<file path="src/rtl/mod_n_down_counter.sv">
// Synchronous modulo-MOD down counter with parallel load, count enable and a
// one-shot mode that parks in a HALT state at zero. Y, WRAP and DONE are registered.
module mod_n_down_counter #(
  parameter int WIDTH = 2,
  parameter int MOD   = 4
) (
  input  logic             CLK,
  input  logic             RN,
  input  logic             EN,
  input  logic             LOAD,
  input  logic [WIDTH-1:0] D,
  input  logic             ONESHOT,
  output logic [WIDTH-1:0] Y,
  output logic             ZERO,
  output logic             WRAP,
  output logic             DONE
);

  typedef enum logic {
    COUNT = 1'b0,
    HALT  = 1'b1
  } state_t;

  localparam logic [WIDTH-1:0] TOP_VALUE = WIDTH'(MOD - 1);
  // The clamp compare is one bit wider so a modulus of 2^WIDTH still fits.
  localparam logic [WIDTH:0]   MOD_EXT   = (WIDTH + 1)'(MOD);

  state_t           state_reg, state_next;
  logic [WIDTH-1:0] count_reg, count_next;
  logic             wrap_reg, wrap_next;
  logic [WIDTH:0]   d_ext;
  logic [WIDTH-1:0] load_value;
  logic             count_is_zero;

  assign d_ext         = {1'b0, D};
  assign load_value    = (d_ext >= MOD_EXT) ? TOP_VALUE : D;
  assign count_is_zero = (count_reg == '0);

  always_ff @(posedge CLK or negedge RN) begin
    if (!RN) begin
      state_reg <= COUNT;
      count_reg <= TOP_VALUE;
      wrap_reg  <= 1'b0;
    end else begin
      state_reg <= state_next;
      count_reg <= count_next;
      wrap_reg  <= wrap_next;
    end
  end

  always_comb begin
    state_next = state_reg;
    count_next = count_reg;
    wrap_next  = 1'b0;
    if (LOAD) begin
      count_next = load_value;
      state_next = COUNT;
    end else begin
      case (state_reg)
        COUNT: begin
          if (EN) begin
            if (!count_is_zero) begin
              count_next = count_reg - WIDTH'(1);
            end else if (!ONESHOT) begin
              count_next = TOP_VALUE;
              wrap_next  = 1'b1;
            end else begin
              state_next = HALT;
            end
          end
        end
        HALT: begin
          // Parked at zero; only LOAD or reset gets out.
          count_next = '0;
        end
        default: begin
          state_next = COUNT;
          count_next = TOP_VALUE;
        end
      endcase
    end
  end

  assign Y    = count_reg;
  assign ZERO = count_is_zero;
  assign WRAP = wrap_reg;
  assign DONE = (state_reg == HALT);

endmodule
</file>
<file path="config.mk">
export PLATFORM = sky130hd
export DESIGN_NAME = mod_n_down_counter
export DESIGN_NICKNAME = d
export VERILOG_FILES = /design/src/rtl/mod_n_down_counter.sv
export SDC_FILE = /design/constraint.sdc
export NUM_CORES = 1
export LEC_CHECK = 0
export BUFFER_PORTS_ARGS = -buffer_cell sky130_fd_sc_hd__buf_2
export CAP_MARGIN = 15
export CORE_AREA = 2 2 39 41
export CTS_CLUSTER_SIZE = 14
export DETAILED_ROUTE_END_ITERATION = 8
export DIE_AREA = 0 0 41 43
export PLACE_DENSITY = 0.36
export SYNTH_ARGS = -nofsm -noshare
export SYNTH_HDL_FRONTEND = slang
export SYNTH_SLANG_ARGS = --single-unit
</file>
<file path="constraint.sdc">
create_clock -name CLK -period 1.8 [get_ports CLK]
set_clock_uncertainty 0.2 [all_clocks]
set_input_delay 0 -clock CLK [delete_from_list [all_inputs] [get_ports CLK]]
set_output_delay 0 -clock CLK [all_outputs]
set_load 0.01 [all_outputs]
</file>
==> results by stage <==
Power and ir drop:
- The maximum vdd ir drop is approximately 0.00022 V.
- The combinational group share of total power is 35.5%.
- The power density of the placed cells is 1003 nW/um2.
- The net switching power is 0.1104 mW.
- The overall power is 0.3801 mW.
- The leakage power total is 0.1848 nW.
- The fraction of power spent switching nets is 29.05%.
- Sequential cells burn 33.2% of the power.
- The internal power of the cells totals roughly 0.27 mW.
- In this run, the clock network consumes 31.2% of the power.

Floorplan:
- After floorplanning, the core was divided into 14 placement rows.
- The effective utilization at floorplan is 15.01%.
- The number of placed I/O pins is 12.
- After floorplanning, the core was sized to cover 1384 um2.
- The die extent in y is 43 um.
- The die area is 1763 um2.
- The die is a little over 40 um wide.

Clocking:
- The buffer levels on the longest clock path is 2.
- The clock transition time at the flip-flop clock pins of the worst setup and hold paths is 0.03 ns.
- The later-pin clock latency in the skew report is about 0.23 ns.
- Clock tree synthesis selected as its root buffer the cell sky130_fd_sc_hd__clkbuf_4.
- CTS saw 4 sinks.
- The number of clock buffers inserted by TritonCTS is 3.
- The number of gates resized after CTS was 0.
- CTS built an H-tree with a depth of 1.
- TritonCTS built the clock tree.

Worst setup path:
- The worst register-to-register path begins at Y[0].
- At the worst endpoint, the arrival time is 1.40 ns.
- The required time of the critical path is 1.75 ns.
- Along the worst path, the maximum fanout reaches 4.
- STA classifies the critical path endpoint as a flop.
- The endpoint of the lowest-slack register-to-register path is Y[0].
- Following the worst setup path forward leads to its endpoint at Y[0].
- The critical path launch point is Y[0].
- Measured in cells, the most critical reg-to-reg path has a length of 5.
- The start-to-end type of the worst setup path is flop to flop.
- The startpoint class of the critical path is a flop.
- The worst setup slack for register-to-register paths is 0.35 ns.

Place:
- The number of instances in the placed design is 45.
- The port buffer count is 11.
- The cell area after placement is 282.8 um2.
- Routability-driven placement finished with a final weighted congestion of roughly 0.55.

Drt:
- Dividing the detail-routed via count by the number of cells gives 3.804.
- The initial DRC count is 0.
- The count of antenna-violating nets left after detailed routing is 0.
- The routed via count is 213.
- The mean routed wirelength per cell is approximately 9 um.
- The detailed-router iteration count before antenna repair is 1.
- In the routed design, unresolved DRC markers number 0.
- The final layout contains routed wiring with a total length of 496 um.

Timing:
- The maximum clock frequency is ~690 MHz.
- The final count of pins violating max slew was 0.
- Setup repair after global routing left no endpoint under its margin.
- The final hold violation count is 0.
- Headroom to the max-slew limit came out at 90.74%.
- For the pin with the worst max-slew slack, the measured transition is 0.1351 ns.
- The routed design could run at a clock period as short as 1.445 ns.
- The worst path uses between 80% and 90% of the clock period.
- The final total negative setup slack is 0 ns.
- Setup violations remaining at the end of the flow were counted as 0.

Layout:
- In the layout the commonest cells are sky130_fd_sc_hd__buf_2, sky130_fd_sc_hd__dlygate4sd3_1, sky130_fd_sc_hd__clkbuf_4.
- After routing the design area is around 380 um2.
- The most common library cell in the layout ignoring fill and taps is sky130_fd_sc_hd__buf_2.
- The final cell count without fillers is 56.
- Compared with the post-synthesis result, the final layout area differs by 82.53%.
- The number of antenna cells inserted is 0.
- In the final layout, the share of cells above drive strength 1 is 45.00%.
- For this run, the post-layout net count is 49.

Run status:
- The run finished with clean final reports.

Global route:
- The global-route wire length before repair is about 730 um.
- The global routing usage on met3 is between 3 and 4%.
- The leftover overflow at the end of global routing is 0.
- The number of antenna violations at the first check in global routing came to 0.
- The number of global-route vias before repair was 212.
- Global routing used under 10% of the available tracks across all layers.
- The most crowded layer after global routing is met2.
- Entering global routing, the biggest net connects 5 pins.
- The fraction of met2 tracks used by global routing is between 10% and 20%.
- The met1 usage is between 4 and 5%.

Synthesis:
- The number of nets in the synthesized netlist is 26.
- During synthesis, Yosys emitted a total of 0 warnings.
- Yosys mapped the design onto 12 distinct sky130hd cell types.
- The cell count after synthesis came out at 18.
- Each instance of the synthesized netlist takes up on average 11.54 um2.
- The cell area that synthesis handed to floorplanning was 207.7 um2.
- The share of the Yosys chip area taken by registers is 49.40%.
- The total of flip-flops plus latches after synthesis is 4.

Min path:
- The path class of the tightest hold or removal check is primary input to asynchronous set/reset pin.

Job:
- Max-cap violations in this run came to 0.
==> critical path, cell delays in order (launching register included) <==
cell                      delay [ns]
sky130_fd_sc_hd__dfstp_2        0.53
sky130_fd_sc_hd__inv_1          0.05
sky130_fd_sc_hd__ha_1           0.23
sky130_fd_sc_hd__nand2_1        0.12
sky130_fd_sc_hd__a21oi_4        0.08
sky130_fd_sc_hd__mux2i_1        0.15
==> sequential cells by signal (all words and copies together) (netlist names) <==
signal  count
DONE        1
WRAP        1
Y           2
==> per-stage QoR <==
stage	util [%]	worst slack [ns]	hold WS [ns]
2_1_floorplan	-	0.3542	-0.4956
4_1_cts	27.40	0.3363	0.05682
6_report	27.40	0.3545	0.06036
5_1_grt	27.40	0.2887	0.1005
3_3_place_gp	20.43	0.3701	-0.3928
3_5_place_dp	20.43	0.3453	-0.3930
==> repair_timing <==
item,4_1_cts,5_1_grt
buffers inserted,0,0
hold buffers,7,0
hold endpoints to repair,8,0
==> synth_stat cells (all sizes together) <==
cell type  number  area, um2
a2bb2oi         2      17.52
dfrtp           2      50.05
dfstp           2      52.55
inv             2      7.510
mux2i           2      20.02
nand2           2      7.510
a21oi           1      16.27
a31oi           1      6.260
ha              1      12.51
nor2            1      3.750
nor3            1      5.000
or2             1      8.760
==> how the worst min path moves through the flow <==
| stage | slack, ns | startpoint | cells past startpoint | to |
|---|---|---|---|---|
| after CTS | 0.06 | RN | 2 | Y[0] |
| after detailed placement | -0.39 | RN | 1 | DONE |
| final | 0.06 | RN | 2 | Y[1] |
| after global routing | 0.10 | RN | 2 | Y[0] |
| after floorplan | -0.50 | RN | 0 | DONE |
| after global placement | -0.39 | RN | 1 | DONE |
==> logic make-up (layout without fill, tap and decap cells) <==
| logic type | Yosys count | in the layout | share of synthesized area [%] |
|---|---|---|---|
| AND/OR/NAND/NOR | 5 | 5 | 12.05 |
| flip-flops | 4 | 4 | 49.40 |
| multiplexers | 2 | 2 | 9.639 |
| buffers and inverters | 2 | 24 | 3.616 |
| AO/OA/AOI/OAI | 4 | 4 | 19.28 |
| adder cells (fa/ha/maj) | 1 | 1 | 6.023 |
==> power groups by stage <==
stage | Clock (mW) | Combinational [mW] | Sequential (mW)
after floorplan | 0 | 0.0711 | 0.136
after global placement | 0 | 0.122 | 0.126
after detailed placement | 0 | 0.127 | 0.127
after CTS | 0.126 | 0.139 | 0.127
after global routing | 0.127 | 0.149 | 0.128
final | 0.119 | 0.135 | 0.126
==> final cells by class <==
type | count | area [um2]
clock buffers | 4 | 26.28
fillers | 154 | 1005
inverters | 2 | 7.507
well taps | 16 | 20.02
multi-input cells | 12 | 97.59
flip-flops and latches | 4 | 102.6
repair buffers | 18 | 125.1
==> per-layer routing <==
metal | wire length (um) | share of wire [%] | vias up
met5 | 0 | 0 | -
met4 | 0 | 0 | 0
met3 | 44 | 8.9 | 0
met2 | 281 | 57 | 6
met1 | 169 | 34 | 100
li1 | - | - | 107
No activity file was read; power rests on OpenSTA's default activity.
